==> src/rtl/huff_pkg.sv <==
// Shared constants and state encoding for the canonical-Huffman encoder/decoder pair.
// State values are plain constants so legacy code can compare them directly.
package huff_pkg;

  localparam int SYM_W   = 4;
  localparam int NSYM    = 2**SYM_W;
  localparam int MAX_LEN = 15;
  localparam int LEN_W   = 4;
  localparam int NLEN    = 2**LEN_W;
  localparam int CNT_W   = 5;
  localparam int CODE_W  = MAX_LEN + 1;
  localparam int STEP_W  = 8;

  localparam logic [2:0] ST_IDLE   = 3'd0;
  localparam logic [2:0] ST_COUNT  = 3'd1;
  localparam logic [2:0] ST_FIRST  = 3'd2;
  localparam logic [2:0] ST_SORT   = 3'd3;
  localparam logic [2:0] ST_DECODE = 3'd4;

  localparam logic [STEP_W-1:0] COUNT_LAST = STEP_W'(NSYM - 1);
  localparam logic [STEP_W-1:0] FIRST_LAST = STEP_W'(MAX_LEN - 1);
  localparam logic [STEP_W-1:0] SORT_LAST  = STEP_W'(MAX_LEN * NSYM - 1);

  function automatic logic is_build(input logic [2:0] st);
    return st inside {ST_COUNT, ST_FIRST, ST_SORT};
  endfunction

endpackage

==> src/rtl/huff_canon_builder.sv <==
// Owns the code-length table and builds the canonical decode tables
// (count/first/offset/sorted) while the top FSM sits in COUNT, FIRST and SORT.
module huff_canon_builder
  import huff_pkg::*;
(
  input  logic              Clk,
  input  logic              Reset,
  input  logic              i_len_wr,
  input  logic [SYM_W-1:0]  i_len_sym,
  input  logic [LEN_W-1:0]  i_len_val,
  input  logic              i_start,
  input  logic [2:0]        i_state,
  output logic              o_last,
  input  logic [LEN_W-1:0]  i_rd_len,
  input  logic [SYM_W-1:0]  i_rd_idx,
  output logic [CNT_W-1:0]  o_count,
  output logic [CODE_W-1:0] o_first,
  output logic [CNT_W-1:0]  o_offset,
  output logic [SYM_W-1:0]  o_sym
);

  logic [LEN_W-1:0]  r_len    [NSYM];
  logic [CNT_W-1:0]  r_count  [NLEN];
  logic [CODE_W-1:0] r_first  [NLEN];
  logic [CNT_W-1:0]  r_offset [NLEN];
  logic [SYM_W-1:0]  r_sorted [NSYM];
  logic [STEP_W-1:0] r_step;
  logic [CNT_W-1:0]  r_ptr;

  logic [LEN_W-1:0]  w_cnt_len;
  logic [LEN_W-1:0]  w_fl_prev;
  logic [LEN_W-1:0]  w_fl;
  logic [CODE_W-1:0] w_first_sum;
  logic [CODE_W-1:0] w_first_nx;
  logic [CNT_W-1:0]  w_offset_nx;
  logic [LEN_W-1:0]  w_sort_len;
  logic [SYM_W-1:0]  w_sort_sym;
  logic              w_sort_hit;

  // COUNT walks symbols by step; SORT splits step into (length-1, symbol).
  assign w_cnt_len   = r_len[r_step[SYM_W-1:0]];
  assign w_fl_prev   = r_step[LEN_W-1:0];
  assign w_fl        = w_fl_prev + LEN_W'(1);
  assign w_first_sum = r_first[w_fl_prev] + {{(CODE_W-CNT_W){1'b0}}, r_count[w_fl_prev]};
  assign w_first_nx  = (w_fl_prev == '0) ? '0 : (w_first_sum << 1);
  assign w_offset_nx = (w_fl_prev == '0) ? '0 : (r_offset[w_fl_prev] + r_count[w_fl_prev]);
  assign w_sort_len  = r_step[STEP_W-1:SYM_W] + LEN_W'(1);
  assign w_sort_sym  = r_step[SYM_W-1:0];
  assign w_sort_hit  = (r_len[w_sort_sym] == w_sort_len) && !r_ptr[CNT_W-1];

  always_comb begin
    // NOTE: every always_comb output gets a default first so no latch is inferred.
    o_last = 1'b0;
    case (i_state)
      ST_COUNT: o_last = (r_step == COUNT_LAST);
      ST_FIRST: o_last = (r_step == FIRST_LAST);
      ST_SORT:  o_last = (r_step == SORT_LAST);
      default:  o_last = 1'b0;
    endcase
  end

  // NOTE: sequential state is written with non-blocking assignments only.
  always_ff @(posedge Clk or negedge Reset) begin
    if (!Reset) begin
      r_step <= '0;
      r_ptr  <= '0;
      for (int i = 0; i < NSYM; i++) r_len[i] <= '0;
      for (int i = 0; i < NLEN; i++) begin
        r_count[i]  <= '0;
        r_first[i]  <= '0;
        r_offset[i] <= '0;
      end
    end else begin
      if (i_len_wr) r_len[i_len_sym] <= i_len_val;
      if (i_start) begin
        r_step <= '0;
        r_ptr  <= '0;
        for (int i = 0; i < NLEN; i++) r_count[i] <= '0;
      end else begin
        if (is_build(i_state)) r_step <= o_last ? '0 : r_step + STEP_W'(1);
        case (i_state)
          ST_COUNT: if (w_cnt_len != '0) r_count[w_cnt_len] <= r_count[w_cnt_len] + CNT_W'(1);
          ST_FIRST: begin
            r_first[w_fl]  <= w_first_nx;
            r_offset[w_fl] <= w_offset_nx;
          end
          ST_SORT:  if (w_sort_hit) r_ptr <= r_ptr + CNT_W'(1);
          default:  ;
        endcase
      end
    end
  end

  // NOTE: the sorted table has no reset; every build rewrites the slots a later match can reach.
  always_ff @(posedge Clk) begin
    if (i_state == ST_SORT && w_sort_hit) r_sorted[r_ptr[SYM_W-1:0]] <= w_sort_sym;
  end

  assign o_count  = r_count[i_rd_len];
  assign o_first  = r_first[i_rd_len];
  assign o_offset = r_offset[i_rd_len];
  assign o_sym    = r_sorted[i_rd_idx];

endmodule

==> src/rtl/huffman_decode.sv <==
// Bit-serial canonical-Huffman decoder: top FSM, code shift register and outputs.
// Optional symbol counter output enabled by defining HUFF_DEC_SYMCNT_EN.
module huffman_decode
  import huff_pkg::*;
(
  input  logic             Clk,
  input  logic             Reset,
  input  logic             Len_wr,
  input  logic [SYM_W-1:0] Len_sym,
  input  logic [LEN_W-1:0] Len_val,
  input  logic             Start,
  input  logic             Bit_in,
  input  logic             Bit_valid,
  output logic             Bit_ready,
  output logic [SYM_W-1:0] Sym_out,
  output logic             Sym_valid,
  output logic             Busy,
  output logic             Err
`ifdef HUFF_DEC_SYMCNT_EN
  ,
  output logic [15:0]      Sym_cnt
`endif
);

  logic [2:0]        r_state;
  logic [CODE_W-1:0] r_code;
  logic [LEN_W-1:0]  r_clen;
  logic              r_sym_valid;
  logic [SYM_W-1:0]  r_sym_out;
  logic              r_err;

  logic              w_last;
  logic              w_start_ok;
  logic              w_accept;
  logic              w_hit;
  logic [CODE_W-1:0] w_code_nx;
  logic [LEN_W-1:0]  w_clen_nx;
  logic [CNT_W-1:0]  w_count;
  logic [CODE_W-1:0] w_first;
  logic [CNT_W-1:0]  w_offset;
  logic [SYM_W-1:0]  w_sym;
  logic [CODE_W-1:0] w_d;
  logic [CNT_W-1:0]  w_idx;
  logic              w_match;

  assign Bit_ready  = (r_state == ST_DECODE);
  assign Busy       = is_build(r_state);
  assign Err        = r_err;
  assign Sym_out    = r_sym_out;
  assign Sym_valid  = r_sym_valid;

  assign w_start_ok = Start && (r_state == ST_IDLE || r_state == ST_DECODE);
  assign w_accept   = Bit_ready && Bit_valid && !Start;

  // The match test looks at the code as it will be after this bit is shifted in.
  assign w_code_nx  = (r_code << 1) | CODE_W'(Bit_in);
  assign w_clen_nx  = r_clen + LEN_W'(1);
  assign w_d        = w_code_nx - w_first;
  assign w_idx      = w_offset + w_d[CNT_W-1:0];
  // An index past the table only happens for oversubscribed tables; treat it as no match.
  assign w_match    = (w_d < {{(CODE_W-CNT_W){1'b0}}, w_count}) && !w_idx[CNT_W-1];
  assign w_hit      = w_accept && w_match;

  huff_canon_builder u_builder (
    .Clk       (Clk),
    .Reset     (Reset),
    .i_len_wr  (Len_wr && r_state == ST_IDLE),
    .i_len_sym (Len_sym),
    .i_len_val (Len_val),
    .i_start   (w_start_ok),
    .i_state   (r_state),
    .o_last    (w_last),
    .i_rd_len  (w_clen_nx),
    .i_rd_idx  (w_idx[SYM_W-1:0]),
    .o_count   (w_count),
    .o_first   (w_first),
    .o_offset  (w_offset),
    .o_sym     (w_sym)
  );

  always_ff @(posedge Clk or negedge Reset) begin
    if (!Reset) begin
      r_state     <= ST_IDLE;
      r_code      <= '0;
      r_clen      <= '0;
      r_sym_valid <= 1'b0;
      r_sym_out   <= '0;
      r_err       <= 1'b0;
    end else begin
      r_sym_valid <= 1'b0;
      case (r_state)
        ST_IDLE: begin
          if (Start) begin
            r_state <= ST_COUNT;
            r_err   <= 1'b0;
          end
        end
        ST_COUNT: if (w_last) r_state <= ST_FIRST;
        ST_FIRST: if (w_last) r_state <= ST_SORT;
        ST_SORT:  if (w_last) r_state <= ST_DECODE;
        ST_DECODE: begin
          if (Start) begin
            r_state <= ST_COUNT;
            r_err   <= 1'b0;
            r_code  <= '0;
            r_clen  <= '0;
          end else if (w_accept) begin
            if (w_match) begin
              r_sym_out   <= w_sym;
              r_sym_valid <= 1'b1;
              r_code      <= '0;
              r_clen      <= '0;
            end else if (w_clen_nx == LEN_W'(MAX_LEN)) begin
              r_err   <= 1'b1;
              r_state <= ST_IDLE;
              r_code  <= '0;
              r_clen  <= '0;
            end else begin
              r_code <= w_code_nx;
              r_clen <= w_clen_nx;
            end
          end
        end
        default: r_state <= ST_IDLE;
      endcase
    end
  end

`ifdef HUFF_DEC_SYMCNT_EN
  logic [15:0] r_sym_cnt;

  always_ff @(posedge Clk or negedge Reset) begin
    if (!Reset)          r_sym_cnt <= '0;
    else if (w_start_ok) r_sym_cnt <= '0;
    else if (w_hit)      r_sym_cnt <= r_sym_cnt + 16'd1;
  end

  assign Sym_cnt = r_sym_cnt;
`endif

endmodule

==> config.mk <==
export PLATFORM = sky130hd
export DESIGN_NAME = huffman_decode
export DESIGN_NICKNAME = d
export VERILOG_FILES = /design/src/rtl/huff_pkg.sv /design/src/rtl/huff_canon_builder.sv /design/src/rtl/huffman_decode.sv
export SDC_FILE = /design/constraint.sdc
export NUM_CORES = 1
export LEC_CHECK = 0
export CELL_PAD_IN_SITES_DETAIL_PLACEMENT = 2
export CELL_PAD_IN_SITES_GLOBAL_PLACEMENT = 2
export CORE_UTILIZATION = 48
export DETAILED_ROUTE_END_ITERATION = 8
export PLACE_DENSITY = 0.9
export SLEW_MARGIN = 10
export SYNTH_ARGS = -nofsm -noshare
export SYNTH_HDL_FRONTEND = slang
export SYNTH_HIERARCHICAL = 1
export SYNTH_SLANG_ARGS = --single-unit
==> constraint.sdc <==
create_clock -name Clk -period 9.95 [get_ports Clk]
set_input_delay 0.995 -clock Clk [delete_from_list [all_inputs] [get_ports Clk]]
set_output_delay 0.995 -clock Clk [all_outputs]
set_load 0.01 [all_outputs]
==> impl_metrics.env, run 1 <==
export IMPL_outcome="finished clean"
export IMPL_drt_wl_total_mm=140
export IMPL_critical_path_arrival_ps=7860
export IMPL_layout_drive_gt1_share_pct=21.5
export IMPL_viasPerCell=7.68
export IMPL_h_tree_depth=3
export IMPL_synth_nets=2704
export IMPL_portBuffers=21
export IMPL_dp_slack_ps=3050
export IMPL_gp_congestion=0.899
export IMPL_fin_skew_ps=29.7
export IMPL_tightest_slew_ps=1370
export IMPL_final_cell_mix="dfrtp_1, nand2_1, o21ai_0"
export IMPL_hpwl_mm=74.5
export IMPL_nets=2632
export IMPL_drv_cap=0
export IMPL_cts_setup_buffers=0
export IMPL_grt_pass1_vias=29527
export IMPL_pin_count=22
export IMPL_rsz0062_at_grt="no"
export IMPL_core_um2=63300
export IMPL_avgRoutedWirePerCell_um=40.3
export IMPL_setup_slack_ps=2510
export IMPL_overflow=0
export IMPL_peakVddDrop_v=0.000185
export IMPL_period_needed_ps=7440
export IMPL_yosysSeqAreaShare_pct=47.1
export IMPL_cts_tree="built"
export IMPL_clk_latency_ps=640
export IMPL_holdBufCountCts=0
export IMPL_finalHoldViolations=0
export IMPL_ys_types=90
export IMPL_worst_setup_path_end_kind="flop"
export IMPL_start_util_pct=48.8
export IMPL_grt_pass1_wl_mm=208
export IMPL_cts_resized=0
export IMPL_hp_class="in -> async"
export IMPL_slew_violations=0
export IMPL_synth_edf_count=64
export IMPL_vias=26596
export IMPL_synth_seq_cells=569
export IMPL_clock_fmax_mhz=134
export IMPL_syn_inst=2642
export IMPL_clock_sinks=569
export IMPL_avgSynthCellArea_um2=11.7
export IMPL_first_iter_violations=3607
export IMPL_fin_util_pct=53.5
export IMPL_die_x_um=256
export IMPL_power_mw=9.14
export IMPL_ant_nets=0
export IMPL_layout_commonest_cell="dfrtp_1"
export IMPL_multiInputGateArea_um2=15300
export IMPL_syn2layout_area_growth_pct=9.67
export IMPL_num_rows=92
export IMPL_track_usage_pct=43.2
export IMPL_cts_buffers_inserted=66
export IMPL_worstSetupPathType="reg -> reg"
export IMPL_antenna_found_initial=9
export IMPL_fill_cells=5890
export IMPL_synth_area_um2=30900
export IMPL_dieArea_um2=65400
export IMPL_clk_pin_slew_ps=70
export IMPL_clockRootBuffer="clkbuf_16"
export IMPL_crit_fanout=48
export IMPL_regArea_um2=14600
export IMPL_setup_tns_ps=0
export IMPL_finalSetupViolations=0
export IMPL_p_per_area_nw_per_um2=270
export IMPL_holdWs_ps=422
export IMPL_p_leak_nw=13.8
export IMPL_startpoint_type="flop"
export IMPL_clockBufferDepth=3
export IMPL_fin_crit_sh_pct=74.8
export IMPL_cp_required_ps=10370
export IMPL_grt_max_degree=185
export IMPL_async_flop_share_pct=88.8
export IMPL_drc=0
export IMPL_timing_slew_headroom_pct=8.35
export IMPL_dr_pass1_iters=6
export IMPL_die_y_um=256
export IMPL_ys_warn_count=6
export IMPL_synth_ff_type="dfrtp_1"
[Yosys cell counts, drive strengths merged, types with 27 or more instances]
master | n | area [um^2]
a21oi | 64 | 324
a22o | 31 | 285
buf | 70 | 397
clkbuf | 137 | 514
dfrtp | 505 | 12600
edfxtp | 64 | 1920
ha | 44 | 551
inv | 45 | 169
mux2 | 75 | 845
mux2i | 27 | 270
mux4 | 273 | 6150
nand2 | 480 | 1800
nand3 | 48 | 245
nor2 | 95 | 359
o21ai | 354 | 1770
xnor2 | 35 | 307
[cell families after synthesis]
group                    count (synthesis)  share of synthesized area (%)
adder cells (fa/ha/maj)                 48                           2.04
AND/OR/NAND/NOR                        755                           10.7
AO/OA/AOI/OAI                          589                           11.6
XOR/XNOR                                50                           1.44
multiplexers                           375                           23.5
buffers and inverters                  255                           3.54
other                                    1                         0.0121
flip-flops                             569                           47.1
[state kept, by name (all words and copies together), names as in the netlist]
register            flops
u_builder/r_sorted     64
u_builder/r_ptr         5
r_clen                  4
u_builder/r_first     240
u_builder/r_offset     80
Sym_out                 4
Sym_valid               1
u_builder/r_count      80
u_builder/r_step        8
Err                     1
r_code                 15
r_state                 3
u_builder/r_len        64
[through the flow]
step                instance area, um^2  instances
CTS                               33900       3462
floorplan                         30900       2642
global placement                  31700       3348
finish                            33900       3464
global route                      33900       3462
detailed placement                31700       3348
[critical path: stages (launching register included)]
cell and delay, ps:
dfrtp_4 770, buf_4 760, buf_4 680, buf_4 850, mux4_2 630, mux4_2 460
ha_1 220, a21o_1 180, a21oi_1 400, nor2b_1 170, o21a_1 330, nand2_1 200
nand2_1 110, o2111ai_1 1050, o21ai_0 360
[layer usage]
metal	wire length, um	track usage [%]
met1	49000	52.2
met2	65300	67.7
met3	14600	12.2
met4	10800	28.8
met5	78	0
[final timing paths]
check                                     from                     end  slack (ps)  depth (start not counted)
setup / recovery           u_builder/r_step[0]  u_builder/r_first[153]        2510                         14
hold / removal                           Reset      u_builder/r_ptr[1]         420                          1
setup reg to reg           u_builder/r_step[0]  u_builder/r_first[153]        2510                         14
hold reg to reg            u_builder/r_len[63]     u_builder/r_len[63]         510                          1
max in group asynchronous                Reset   u_builder/r_first[71]        6960                          3
min in group Clk           u_builder/r_len[63]     u_builder/r_len[63]         510                          1
[report_power, final]
| group | internal (mW) | total (mW) | switching (mW) |
|---|---|---|---|
| Clock | 1.49 | 2.59 | 1.10 |
| Sequential | 2.64 | 3.10 | 0.467 |
| Combinational | 1.07 | 3.45 | 2.37 |
| Total | 5.20 | 9.14 | 3.93 |
[area by class of cell]
type	count	area share [%]
clock buffers	86	5.45
repair buffers	67	1.69
well taps	846	3.12
diodes	2	0.0148
inverters	48	0.558
multi-input cells	1818	45.2
flip-flops and latches	569	43.0
clock inverters	28	0.971
(Power assumes the default switching activity.)
==> inputs of run 2 (changes only) <==
- CORE_UTILIZATION: 48 -> 40
- PLACE_DENSITY: 0.9 -> 0.8
- clock period: 9.95 -> 6.15 ns (I/O delays scaled with it)
==> run 2 against run 1 <==
Against the previous run:
- non-clock buffer count increased by 29
- maximum frequency is 31% higher
- via count down 11%
- die area grew 20%
- worst hold slack got worse by 410 ps
- cell area up 1.8%
- critical endpoint is now Sym_out[0]
- final cell count rose by 6.4%
- clock power grew 61%
- largest cell class unchanged
- sequential share of layout area decreased by 0.74 points
==> impl_metrics.env, run 2 (synthesized netlist as in run 1, its figures left out) <==
export IMPL_outcome="finished clean"
export IMPL_startpoint_type="flop"
export IMPL_syn2layout_area_growth_pct=11.6
export IMPL_power_mw=14.3
export IMPL_dp_cells=3561
export IMPL_fin_skew_ps=25.1
export IMPL_ant_nets=0
export IMPL_holdBufCountCts=0
export IMPL_crit_fanout=20
export IMPL_die_x_um=280
export IMPL_h_tree_depth=3
export IMPL_power_switching_share_pct=39.9
export IMPL_portBuffers=21
export IMPL_dr_pass1_iters=6
export IMPL_hpwl_mm=70.8
export IMPL_clockRootBuffer="clkbuf_16"
export IMPL_p_int_mw=8.56
export IMPL_grt_pass1_wl_mm=172
export IMPL_die_y_um=280
export IMPL_fin_crit_sh_pct=92.1
export IMPL_clockBufferDepth=3
export IMPL_drv_cap=0
export IMPL_num_rows=101
export IMPL_n_antenna_cell=0
export IMPL_layout_commonest_cell="dfrtp_1"
export IMPL_drt_wl_total_mm=112
export IMPL_track_usage_pct=29.1
export IMPL_p_per_area_nw_per_um2=413
export IMPL_clk_pin_slew_ps=60
export IMPL_r2r_setup_slack_ps=480
export IMPL_overflow=0
export IMPL_clock_sinks=569
export IMPL_cts_setup_buffers=0
export IMPL_rsz0062_at_grt="no"
export IMPL_reg_top3="u_builder/r_first (240), u_builder/r_count (80), u_builder/r_offset (80)"
export IMPL_peakVddDrop_v=0.000235
export IMPL_cp_required_ps=6630
export IMPL_critical_path_arrival_ps=6150
export IMPL_vias=23690
export IMPL_seq_power_share_pct=34.9
export IMPL_avgRoutedWirePerCell_um=30.4
export IMPL_pin_count=22
export IMPL_worstSetupPathType="reg -> reg"
export IMPL_clk_latency_ps=620
export IMPL_core_um2=76200
export IMPL_period_needed_ps=5670
export IMPL_p_comb_share_pct=35.9
export IMPL_cts_tree="built"
export IMPL_finalSetupViolations=0
export IMPL_finalHoldViolations=0
export IMPL_grt_pass1_vias=26601
export IMPL_p_clk_share_pct=29.2
export IMPL_hp_class="in -> async"
export IMPL_finalNonFillerCells=3685
export IMPL_grt_max_degree=162
export IMPL_viasPerCell=6.43
export IMPL_gp_congestion=0.897
export IMPL_tightest_slew_ps=1350
export IMPL_cts_resized=0
export IMPL_cts_buffers_inserted=68
export IMPL_rr_worst_depth=19
export IMPL_nets=2663
export IMPL_timing_slew_headroom_pct=9.83
export IMPL_worst_setup_path_end_kind="flop"
export IMPL_setup_tns_ps=0
export IMPL_largest_reg_flops=240
export IMPL_fill_cells=7528
export IMPL_start_util_pct=40.5
export IMPL_net_switching_power_mw=5.69
export IMPL_slew_violations=0
export IMPL_fin_util_pct=45.2
export IMPL_clock_fmax_mhz=176
export IMPL_drc=0
export IMPL_dieArea_um2=78300
export IMPL_first_iter_violations=2096
export IMPL_p_leak_nw=14.0
export IMPL_final_cell_mix="dfrtp_1, nand2_1, o21ai_0"
export IMPL_layout_drive_gt1_share_pct=22.4
export IMPL_top_register="u_builder/r_first"
export IMPL_antenna_found_initial=1
[run 2: cell types whose count changed in the layout (fill, tap and decap cells not counted), moves of 2 or more]
cell | previous run | this run
buf_4 | 45 | 69
clkbuf_1 | 9 | 15
buf_12 | 1 | 5
clkbuf_16 | 67 | 71
bufinv_16 | 7 | 5
clkinv_2 | 15 | 13
diode_2 | 2 | 0
[run 2: metrics by stage]
stage               setup WS, ps  hold slack (ps)  cell area, um^2
floorplan                    700              319            30900
global placement             700              456            32200
detailed placement           543              476            32200
CTS                          473             56.7            34500
global route                72.6             56.2            34500
finish                       483             14.7            34500
[run 2: final timing paths]
check                                            from                      to
worst max register to register              r_clen[0]              Sym_out[0]
worst min register to register  u_builder/r_first[79]   u_builder/r_first[79]
worst min-delay path                            Reset   u_builder/r_count[76]
min in group Clk                u_builder/r_first[79]   u_builder/r_first[79]
worst max-delay path                        r_clen[0]              Sym_out[0]
max in group asynchronous                       Reset  u_builder/r_offset[62]
[run 2: layout make-up]
cell class                 instances  area, um^2  share of cell area [%]
clock buffer                      96        1970                    5.72
clock inverter                    28         300                   0.871
inverter                          48         189                   0.548
multi-input combinational       1818       15300                    44.4
sequential                       569       14600                    42.3
tap                             1030        1290                    3.74
timing repair buffer              96         848                    2.46
[run 2: routing by layer]
layer | global-route usage, % | wire (um) | up-vias | part of all wire, %
met1 | 37.4 | 44700 | 12874 | 40
met5 | 0 | 0 | - | 0
met3 | 5.53 | 7670 | 246 | 6.9
met2 | 48.6 | 55600 | 904 | 50
li1 | - | - | 9666 | -
met4 | 11.3 | 3890 | 0 | 3.5
[run 2: power by group through the flow]
stage | sequential [mW] | clock [mW] | combinational, mW
global route | 5.02 | 4.36 | 5.39
detailed placement | 5.00 | 0 | 4.93
CTS | 4.96 | 4.25 | 5.03
floorplan | 4.59 | 0 | 3.48
finish | 4.98 | 4.17 | 5.11
global placement | 4.95 | 0 | 4.67
[run 2: critical path, cell delays in order, from the launching register on]
cell and delay, ps:
dfrtp_1 450, inv_6 210, ha_1 300, inv_4 280, buf_4 350, mux4_2 370
mux4_2 540, inv_1 90, ha_1 260, or2_2 330, o21ai_0 130, xnor2_1 210
ha_1 290, o21ai_0 90, a21oi_1 60, nor3_1 200, nand4_1 140, nor4_2 330
nand4b_1 450, mux2_2 430
